===== config.mk =====
export PLATFORM = sky130hd
export DESIGN_NAME = pi_dac_driver
export DESIGN_NICKNAME = d
export VERILOG_FILES = /design/src/rtl/pi_dac_driver.sv
export SDC_FILE = /design/constraint.sdc
export NUM_CORES = 1
export LEC_CHECK = 0
export ABC_AREA = 1
export CAP_MARGIN = 15
export CORE_MARGIN = 2
export CORE_UTILIZATION = 60
export CTS_CLUSTER_SIZE = 24
export DETAILED_ROUTE_END_ITERATION = 10
export PLACE_DENSITY_LB_ADDON = 0.05
export SLEW_MARGIN = 25
export SYNTH_ARGS = -nofsm -noshare
export SYNTH_HDL_FRONTEND = slang
export SYNTH_SLANG_ARGS = --single-unit

===== constraint.sdc =====
create_clock -name clk -period 10.4 [get_ports clk]
set_input_delay 1.56 -clock clk [delete_from_list [all_inputs] [get_ports clk]]
set_output_delay 1.56 -clock clk [all_outputs]
set_load 0.02 [all_outputs]

===== src/rtl/pi_dac_driver.sv =====
// Actuator end of the PI loop: clamps and slew-limits each controller sample,
// converts it to offset-binary and shifts it to an SPI DAC (mode 0, MSB first).
module pi_dac_driver #(
  parameter int unsigned         DATA_WIDTH = 16,
  parameter int unsigned         CMD_BITS   = 8,
  parameter logic [CMD_BITS-1:0] DAC_CMD    = CMD_BITS'(8'h30),
  parameter int unsigned         CLK_DIV    = 2,
  parameter int unsigned         GAP_CYCLES = 4
) (
  input  logic                  clk,
  input  logic                  reset,
  input  logic [DATA_WIDTH-1:0] pi_output,
  input  logic                  pi_output_valid,
  input  logic [DATA_WIDTH-1:0] out_min,
  input  logic [DATA_WIDTH-1:0] out_max,
  input  logic [DATA_WIDTH-1:0] slew_max,
  output logic                  pi_limiting,
  output logic                  busy,
  output logic                  sample_dropped,
  output logic                  dac_update,
  output logic [DATA_WIDTH-1:0] applied_value,
  output logic                  dac_sclk,
  output logic                  dac_cs_n,
  output logic                  dac_sdi
);

  localparam int unsigned FRAME_BITS = CMD_BITS + DATA_WIDTH;
  localparam int unsigned EXT_W      = DATA_WIDTH + 1;
  localparam int unsigned BIT_W      = $clog2(FRAME_BITS);
  localparam int unsigned DIV_W      = 8;
  localparam int unsigned GAP_W      = $clog2(GAP_CYCLES + 1);
  localparam logic [DATA_WIDTH-1:0] SIGN_BIT = {1'b1, {(DATA_WIDTH-1){1'b0}}};

  typedef enum logic [2:0] {S_IDLE, S_CALC1, S_CALC2, S_SHIFT, S_GAP} state_t;

  state_t                  state_q, state_d;
  logic                    pend_full_q, pend_full_d;
  logic [DATA_WIDTH-1:0]   pend_data_q, pend_data_d;
  logic [DATA_WIDTH-1:0]   sample_q, sample_d;
  logic [DATA_WIDTH-1:0]   target_q, target_d;
  logic                    clamp_hit_q, clamp_hit_d;
  logic [DATA_WIDTH-1:0]   last_q, last_d;
  logic [DATA_WIDTH-1:0]   next_q, next_d;
  logic                    limit_q, limit_d;
  logic [FRAME_BITS-1:0]   shift_q, shift_d;
  logic [DIV_W-1:0]        div_q, div_d;
  logic                    phase_q, phase_d;
  logic [BIT_W-1:0]        bit_q, bit_d;
  logic [GAP_W-1:0]        gap_q, gap_d;
  logic                    busy_q, busy_d;
  logic                    sample_dropped_q, sample_dropped_d;
  logic                    dac_update_q, dac_update_d;
  logic [DATA_WIDTH-1:0]   applied_value_q, applied_value_d;
  logic                    pi_limiting_q, pi_limiting_d;
  logic                    sclk_q, sclk_d;
  logic                    cs_n_q, cs_n_d;
  logic                    sdi_q, sdi_d;

  logic consume, div_end, last_bit, frame_end, gap_end;

  assign consume   = (state_q == S_IDLE) && pend_full_q;
  assign div_end   = (div_q == DIV_W'(CLK_DIV - 1));
  assign last_bit  = (bit_q == BIT_W'(FRAME_BITS - 1));
  assign frame_end = (state_q == S_SHIFT) && div_end && phase_q && last_bit;
  assign gap_end   = (gap_q == GAP_W'(GAP_CYCLES - 1));

  // Range clamp (first CALC cycle)
  logic signed [DATA_WIDTH-1:0] sample_s, min_s, max_s, floor_s, clamped_s;
  assign sample_s  = $signed(sample_q);
  assign min_s     = $signed(out_min);
  assign max_s     = $signed(out_max);
  assign floor_s   = (sample_s < min_s) ? min_s : sample_s;
  assign clamped_s = (floor_s > max_s) ? max_s : floor_s;

  // Slew limit (second CALC cycle); the wrapped sum is exact because it lies between last and target
  logic signed [EXT_W-1:0]  delta_raw;
  logic                     delta_neg, slew_hit;
  logic [EXT_W-1:0]         delta_mag, slew_ext;
  logic [DATA_WIDTH-1:0]    delta_lim, next_val;
  logic [FRAME_BITS-1:0]    frame;

  assign delta_raw = $signed({target_q[DATA_WIDTH-1], target_q}) - $signed({last_q[DATA_WIDTH-1], last_q});
  assign delta_neg = delta_raw[EXT_W-1];
  assign delta_mag = delta_neg ? $unsigned(-delta_raw) : $unsigned(delta_raw);
  assign slew_ext  = {1'b0, slew_max};
  assign slew_hit  = (slew_max != '0) && (delta_mag > slew_ext);
  assign delta_lim = !slew_hit ? $unsigned(delta_raw[DATA_WIDTH-1:0])
                   : (delta_neg ? (~slew_max + DATA_WIDTH'(1)) : slew_max);
  assign next_val  = last_q + delta_lim;
  assign frame     = {DAC_CMD, next_val ^ SIGN_BIT};

  always_ff @(posedge clk) begin
    if (reset) begin
      state_q          <= S_IDLE;
      pend_full_q      <= 1'b0;
      pend_data_q      <= '0;
      sample_q         <= '0;
      target_q         <= '0;
      clamp_hit_q      <= 1'b0;
      last_q           <= '0;
      next_q           <= '0;
      limit_q          <= 1'b0;
      shift_q          <= '0;
      div_q            <= '0;
      phase_q          <= 1'b0;
      bit_q            <= '0;
      gap_q            <= '0;
      busy_q           <= 1'b0;
      sample_dropped_q <= 1'b0;
      dac_update_q     <= 1'b0;
      applied_value_q  <= '0;
      pi_limiting_q    <= 1'b0;
      sclk_q           <= 1'b0;
      cs_n_q           <= 1'b1;
      sdi_q            <= 1'b0;
    end else begin
      state_q          <= state_d;
      pend_full_q      <= pend_full_d;
      pend_data_q      <= pend_data_d;
      sample_q         <= sample_d;
      target_q         <= target_d;
      clamp_hit_q      <= clamp_hit_d;
      last_q           <= last_d;
      next_q           <= next_d;
      limit_q          <= limit_d;
      shift_q          <= shift_d;
      div_q            <= div_d;
      phase_q          <= phase_d;
      bit_q            <= bit_d;
      gap_q            <= gap_d;
      busy_q           <= busy_d;
      sample_dropped_q <= sample_dropped_d;
      dac_update_q     <= dac_update_d;
      applied_value_q  <= applied_value_d;
      pi_limiting_q    <= pi_limiting_d;
      sclk_q           <= sclk_d;
      cs_n_q           <= cs_n_d;
      sdi_q            <= sdi_d;
    end
  end

  always_comb begin
    state_d = state_q;
    unique case (state_q)
      S_IDLE:  if (consume) state_d = S_CALC1;
      S_CALC1: state_d = S_CALC2;
      S_CALC2: state_d = S_SHIFT;
      S_SHIFT: if (frame_end) state_d = S_GAP;
      S_GAP:   if (gap_end) state_d = S_IDLE;
      default: state_d = S_IDLE;
    endcase
  end

  always_comb begin
    pend_full_d      = pend_full_q;
    pend_data_d      = pend_data_q;
    sample_d         = sample_q;
    target_d         = target_q;
    clamp_hit_d      = clamp_hit_q;
    last_d           = last_q;
    next_d           = next_q;
    limit_d          = limit_q;
    shift_d          = shift_q;
    div_d            = div_q;
    phase_d          = phase_q;
    bit_d            = bit_q;
    gap_d            = gap_q;
    sample_dropped_d = 1'b0;
    dac_update_d     = 1'b0;
    applied_value_d  = applied_value_q;
    pi_limiting_d    = pi_limiting_q;
    sclk_d           = sclk_q;
    cs_n_d           = cs_n_q;
    sdi_d            = sdi_q;
    busy_d           = (state_d != S_IDLE);

    // A new sample always wins the pending slot; losing an unconsumed one is flagged
    if (pi_output_valid) begin
      pend_data_d      = pi_output;
      pend_full_d      = 1'b1;
      sample_dropped_d = pend_full_q && !consume;
    end else if (consume) begin
      pend_full_d = 1'b0;
    end

    unique case (state_q)
      S_IDLE: begin
        if (consume) sample_d = pend_data_q;
      end
      S_CALC1: begin
        target_d    = $unsigned(clamped_s);
        clamp_hit_d = (clamped_s != sample_s);
      end
      S_CALC2: begin
        last_d  = next_val;
        next_d  = next_val;
        limit_d = clamp_hit_q | slew_hit;
        shift_d = frame;
        sdi_d   = frame[FRAME_BITS-1];
        cs_n_d  = 1'b0;
        sclk_d  = 1'b0;
        div_d   = '0;
        phase_d = 1'b0;
        bit_d   = '0;
      end
      S_SHIFT: begin
        if (!div_end) begin
          div_d = div_q + DIV_W'(1);
        end else begin
          div_d = '0;
          if (!phase_q) begin
            phase_d = 1'b1;
            sclk_d  = 1'b1;
          end else begin
            phase_d = 1'b0;
            sclk_d  = 1'b0;
            if (last_bit) begin
              cs_n_d          = 1'b1;
              sdi_d           = 1'b0;
              dac_update_d    = 1'b1;
              applied_value_d = next_q;
              pi_limiting_d   = limit_q;
              gap_d           = '0;
            end else begin
              bit_d   = bit_q + BIT_W'(1);
              shift_d = shift_q << 1;
              sdi_d   = shift_q[FRAME_BITS-2];
            end
          end
        end
      end
      S_GAP: begin
        if (!gap_end) gap_d = gap_q + GAP_W'(1);
      end
      default: ;
    endcase
  end

  assign pi_limiting    = pi_limiting_q;
  assign busy           = busy_q;
  assign sample_dropped = sample_dropped_q;
  assign dac_update     = dac_update_q;
  assign applied_value  = applied_value_q;
  assign dac_sclk       = sclk_q;
  assign dac_cs_n       = cs_n_q;
  assign dac_sdi        = sdi_q;

endmodule


==> impl_results.md, run 1 <==
- Result of the run: finished clean
- Post-synthesis instance area: 9694 um2
- Number of hold buffers added after cts: 0
- Largest clock skew in the final design: 0.01023 ns
- Global routing's busiest layer: met2
- Antenna Nets Post-Route: 0
- Average routed wire per standard cell: 15.64 um
- Cell class contributing the biggest share of worst-path delay: simple AND/OR/NAND/NOR gates
- Top cells by area, synth: sky130_fd_sc_hd__dfxtp_1, sky130_fd_sc_hd__nand2_1, sky130_fd_sc_hd__ha_1
- Area share of the largest cell type after synthesis: 0.2726
- Number of buffers inserted by port buffering: 89
- CTS tree: yes
- Count of distinct cell types in the synthesized netlist: 51
- Top fanout value on the critical path: 26
- Period Utilization, post-route: 0.6670
- Worst Path Buf+Inv: 6
- Top_reg_cell synth: sky130_fd_sc_hd__dfxtp_1
- Wire length reported by the detailed router: 27930 um
- Final-layout setup total negative slack: 0 ns
- Synth area leader: sky130_fd_sc_hd__dfxtp_1
- Buffers inserted during post-CTS setup optimization: 0
- Drt pass-1 iters: 8
- Flip-flop and latch count after synthesis: 132
- Total clock buffers created by CTS: 17
- Number of enable flip-flop cells after synthesis: 0
- Global-route wire length before repair: 45440 um
- Layout net count: 1711
- Die Width: 131.1 um
- # DRC: 0
- Core Rows: 46
- Share of synthesized flip-flops with an asynchronous set or reset: 0
- Setup repair after global routing missed its margin: no
- Top post-synthesis cells by count: sky130_fd_sc_hd__nand2_1, sky130_fd_sc_hd__inv_1, sky130_fd_sc_hd__dfxtp_1, sky130_fd_sc_hd__o21ai_0
- Startpoint type of the worst setup path: input pin
- Slew margin rel.: 0.4006
- Class of the most critical setup path: in -> reg
- Post-synth net total: 1645
- Die Outline Area: 17190 um2
- Minimum clock period after layout: 6.937 ns
- Slowest-stage cell, CP: sky130_fd_sc_hd__nand2_1
- Met1 global-route usage: 0.4509
- Detailed router's first-iteration violation count: 1115
- Final GP Congestion: 0.9501
- Type of the tightest min-delay check: reg -> reg
- Critical path's largest stage delay: 0.62 ns
- Grt ovf: 0
- Global routing usage on met3: 0.06327
- HPWL after detailed placement: 21380 um
- Slew of the pin with the lowest slew margin: 0.8990 ns
- Met2 Usage GRT: 0.5219
- Clock root buffer: sky130_fd_sc_hd__clkbuf_16
- Kind of end point of the critical path: flip-flop
- Global router's overall resource usage: 0.3253
- Number of placed I/O pins: 90
- # resized after CTS: 0
- Clock-pin slew on the worst setup and hold paths: 0.06 ns
- Final hold viol count: 0
- Via count of the first global-routing pass: 9197
- Most frequent cell after synthesis: sky130_fd_sc_hd__nand2_1
- Number of max-slew violations in the final report: 0
- Starting Density: 0.6125
- Top achievable clock speed: 144.2 MHz
- Antenna violations before repair: 0
- Sequential fraction of the synthesis area: 0.2726
- Total of warnings raised by yosys: 0
- Number of inserted diodes: 0
- CP most frequent cell: sky130_fd_sc_hd__nand2_1
- DIE HEIGHT: 131.1 um
- Post-Synthesis Mean Instance Area: 6.502 um2
- Crit path arrival time: 7.25 ns
- Core Box Area: 15830 um2
- Max-cap violation count: 0
- Via count: 9927
- Largest net degree at the start of global routing: 85
- Clk sinks: 132
- Per-cell via count in the routed design: 5.558
- Final setup violating endpoints: 0
- CP Data Required Time: 10.71 ns
- Worst-skew pair later-pin latency: 0.41 ns
- CTS H-tree lvls: 4
- Cells after synthesis: 1491
- Maximum root-to-sink buffer count: 2
- Layout overhead on the synthesized area: 16.96%
- Fraction of final layout cells sized beyond drive strength 1: 0.06115
==> worst reg2reg max path: cells and delay by family, from the launching register on <==
kind	cells	cell delay (ns)
flip-flops	1	0.44
XOR/XNOR	2	0.45
AND/OR/NAND/NOR	26	2.36
buffers and inverters	5	0.80
AO/OA/AOI/OAI	10	1.63
adder cells (fa/ha/maj)	3	1.03
==> layout make-up <==
type | count | area (um2)
fill | 1391 | 4489
tap | 216 | 270.3
inverter | 253 | 949.7
multi-input combinational | 1059 | 5928
timing repair buffer | 94 | 923.4
clock inverter | 15 | 198.9
clock buffer | 17 | 425.4
sequential | 132 | 2643
==> final timing paths <==
check,end,slack [ns],cells past startpoint,from
setup / recovery,clamp_hit_q,3.46,28,out_min[3]
setup reg to reg,shift_q[9],3.56,46,next_q[9]
hold reg to reg,shift_q[19],0.46,2,shift_q[19]
hold / removal,shift_q[19],0.46,2,shift_q[19]
==> per-stage QoR <==
stage	std cells	util	setup slack, ns	hold WS, ns	area (um2)
2_1_floorplan	1491	-	4.831	0.4353	9694
3_3_place_gp	1754	0.6761	3.224	0.4502	10700
3_5_place_dp	1754	0.6761	3.192	0.4544	10700
4_1_cts	1786	0.7156	3.543	0.4632	11330
5_1_grt	1786	0.7164	2.774	0.4810	11340
6_report	1786	0.7164	3.463	0.4629	11340
==> per-layer routing <==
| layer | wire [um] | vias to the layer above | share of wire |
|---|---|---|---|
| met4 | 579 | 0 | 0.021 |
| met3 | 2329 | 51 | 0.083 |
| li1 | - | 4956 | - |
| met1 | 12650 | 4518 | 0.45 |
| met5 | 0 | - | 0 |
| met2 | 12370 | 402 | 0.44 |
==> cells by family (layout without fill, tap and decap cells) <==
| group | after synthesis | after routing | share of synthesized area |
|---|---|---|---|
| AO/OA/AOI/OAI | 303 | 303 | 0.1737 |
| adder cells (fa/ha/maj) | 87 | 87 | 0.1138 |
| flip-flops | 132 | 132 | 0.2726 |
| buffers and inverters | 300 | 379 | 0.1181 |
| XOR/XNOR | 49 | 49 | 0.04659 |
| AND/OR/NAND/NOR | 620 | 620 | 0.2752 |
==> flip-flops by register name (all words and copies together), names as in the netlist, 3 cells and up <==
signal,count
pend_data_q,16
bit_q,5
next_q,16
target_q,16
applied_value,16
gap_q,3
div_q,8
state_q,3
sample_q,16
shift_q,23
==> cells in the final DEF, fill, tap and decap left out, types with 6 or more instances in the layout <==
master / instances
sky130_fd_sc_hd__nand2_1: 331
sky130_fd_sc_hd__inv_1: 239
sky130_fd_sc_hd__dfxtp_1: 132
sky130_fd_sc_hd__o21ai_0: 123
sky130_fd_sc_hd__nor2_1: 117
sky130_fd_sc_hd__a21oi_1: 117
sky130_fd_sc_hd__nand3_1: 101
sky130_fd_sc_hd__clkdlybuf4s50_1: 88
sky130_fd_sc_hd__ha_1: 85
sky130_fd_sc_hd__xor2_1: 43
sky130_fd_sc_hd__o211ai_1: 20
sky130_fd_sc_hd__nand2_2: 18
sky130_fd_sc_hd__clkbuf_16: 17
sky130_fd_sc_hd__nand4_1: 14
sky130_fd_sc_hd__o21bai_1: 12
sky130_fd_sc_hd__nor3_1: 11
sky130_fd_sc_hd__inv_2: 11
sky130_fd_sc_hd__a31oi_1: 6
Power of run 1 is left out: the tool's default activity adds up to more than one toggle a clock period on the data nets, which glitch-free logic cannot reach.
==> run 2: changes to the inputs <==
--- a/config.mk
+++ b/config.mk
@@ -8,7 +8,7 @@
 export ABC_AREA = 1
 export CAP_MARGIN = 15
 export CORE_MARGIN = 2
-export CORE_UTILIZATION = 60
+export CORE_UTILIZATION = 59
 export CTS_CLUSTER_SIZE = 24
 export DETAILED_ROUTE_END_ITERATION = 10
 export PLACE_DENSITY_LB_ADDON = 0.05
==> constraint.sdc (replaced) <==
create_clock -name clk -period 6.4 [get_ports clk]
set_input_delay 0.96 -clock clk [delete_from_list [all_inputs] [get_ports clk]]
set_output_delay 0.96 -clock clk [all_outputs]
set_load 0.02 [all_outputs]
==> impl_results.md, run 2 (synthesis gave the netlist of run 1 again) <==
- Global-route wire length before repair: 44090 um (-3.0%)
- Largest net degree at the start of global routing: 82 (-3.5%)
- CP most frequent cell: sky130_fd_sc_hd__nand2_1
- Clk sinks: 132 (unchanged)
- Clock-pin slew on the worst setup and hold paths: 0.07 ns (about the same)
- Worst-skew pair later-pin latency: 0.43 ns (+0.02 ns)
- CP Data Required Time: 6.70 ns (-4.01 ns)
- Worst slack on hold paths: 0.4660 ns (+0.003102 ns)
- Slowest-stage cell, CP: sky130_fd_sc_hd__fa_1
- Starting Density: 0.6059 (-0.006610)
- Total clock buffers created by CTS: 17 (unchanged)
- Via count: 9840 (-0.88%)
- Detailed router's first-iteration violation count: 906 (-19%)
- Maximum root-to-sink buffer count: 2 (unchanged)
- Grt ovf: 0 (unchanged)
- Drt pass-1 iters: 5 (-3)
- Top fanout value on the critical path: 11 (-58%)
- Cell depth of the worst flop-to-flop path: 41 (-11%)
- Core Box Area: 16000 um2 (+1.1%)
- Number of max-slew violations in the final report: 0 (unchanged)
- Most flop-heavy register: shift_q
- Final setup violating endpoints: 0 (unchanged)
- Final GP Congestion: 0.9237 (-2.8%)
- Die Width: 132.2 um (+0.82%)
- Number of placed I/O pins: 90 (unchanged)
- Period Utilization, post-route: 0.9353
- Antenna violations before repair: 2 (+2)
- Via count of the first global-routing pass: 8928 (-2.9%)
- Antenna Nets Post-Route: 0 (unchanged)
- CTS tree: yes
- Result of the run: finished clean
- Count of cells along the worst hold path: 2 (unchanged)
- Highest-count cells in the layout ignoring fill and taps: sky130_fd_sc_hd__nand2_1, sky130_fd_sc_hd__inv_1, sky130_fd_sc_hd__dfxtp_1
- DIE HEIGHT: 132.2 um (+0.82%)
- Slew margin rel.: 0.3174 (-0.08323)
- Per-cell via count in the routed design: 5.470 (-1.6%)
- Top achievable clock speed: 167.1 MHz
- Flip-flop count of the largest register after layout: 23 (unchanged)
- Largest clock skew in the final design: 0.01235 ns (+0.002127 ns)
- Crit path arrival time: 6.28 ns (-0.97 ns)
- Layout net count: 1723 (+0.70%)
- Number of hold buffers added after cts: 0 (unchanged)
- Critical path's largest stage delay: 0.41 ns (-0.21 ns)
- Global router's overall resource usage: 0.3140 (-0.01128)
- CTS H-tree lvls: 4 (unchanged)
- Type of the tightest min-delay check: reg -> reg
- Fraction of final layout cells sized beyond drive strength 1: 0.07965 (+0.01850)
- Kind of end point of the critical path: flip-flop
- Layout overhead on the synthesized area: 18.68%
- Slew of the pin with the lowest slew margin: 1.018 ns (+0.1193 ns)
- Number of buffers inserted by port buffering: 89 (unchanged)
- Final-layout setup total negative slack: 0 ns (unchanged)
- Commonest non-fill, non-tap cell in the layout: sky130_fd_sc_hd__nand2_1
- # DRC: 0 (unchanged)
- Average routed wire per standard cell: 15.24 um (-2.6%)
- Max-cap violation count: 0 (unchanged)
- Startpoint type of the worst setup path: flip-flop
- Die Outline Area: 17470 um2 (+1.6%)
- Clock root buffer: sky130_fd_sc_hd__clkbuf_16
- Minimum clock period after layout: 5.986 ns
- Final hold viol count: 0 (unchanged)
- Core Rows: 46 (unchanged)
- Class of the most critical setup path: reg -> reg
- HPWL after detailed placement: 20870 um (-2.4%)
- Wire length reported by the detailed router: 27410 um (-1.9%)
## run 2: changes by cell type in the layout (fill, tap and decap cells not counted), moves of 4 or more
cell,before,now
sky130_fd_sc_hd__buf_4,5,17
sky130_fd_sc_hd__o21ai_1,2,6
sky130_fd_sc_hd__ha_1,85,80
sky130_fd_sc_hd__o21ai_0,123,117
## run 2: layout make-up
cell class              count  area, um2
diodes                      1      2.502
clock inverters            14      158.9
repair buffers            106       1018
fillers                  1398       4496
clock buffers              18      439.2
flip-flops and latches    132       2643
multi-input cells        1059       6021
inverters                 253      952.2
well taps                 216      270.3
## run 2: final timing paths
| check | from | endpoint | slack [ns] |
|---|---|---|---|
| max | target_q[0] | shift_q[14] | 0.41 |
| min reg2reg | gap_q[2] | gap_q[2] | 0.47 |
| min | gap_q[2] | gap_q[2] | 0.47 |
| max reg2reg | target_q[0] | shift_q[14] | 0.41 |
## run 2: timing repair
| action | in CTS | in global routing |
|---|---|---|
| endpoints found under the setup margin | 0 | 12 |
| endpoints found under the hold margin | 0 | 0 |
| resized for setup | 0 | 31 |
| setup buffers | 0 | 2 |
## run 2: critical path: cells and delay by family, from the launching register on
kind                     cells  cell delay (ns)
XOR/XNOR                     3             0.47
AO/OA/AOI/OAI               10             1.45
AND/OR/NAND/NOR             18             1.87
adder cells (fa/ha/maj)      5             1.33
flip-flops                   1             0.33
buffers and inverters        5             0.39
## run 2: metal layers
metal / routed length (um) / part of all wire / GRT usage
met1: 12200 / 0.45 / 0.4255
met2: 12260 / 0.45 / 0.4968
met3: 2402 / 0.088 / 0.07805
met4: 548 / 0.020 / 0.09200
met5: 0 / 0 / 0
## run 2: metrics by stage
stage	utilization	cells	cell area, um2	worst slack, ns
after floorplan	-	1491	9694	0.8314
after global placement	0.6736	1764	10780	0.3645
after detailed placement	0.6736	1764	10780	0.1618
after CTS	0.7110	1796	11380	0.1219
after global routing	0.7189	1798	11500	-0.02546
final	0.7190	1799	11500	0.4139
Power of run 2 is left out for the same reason.
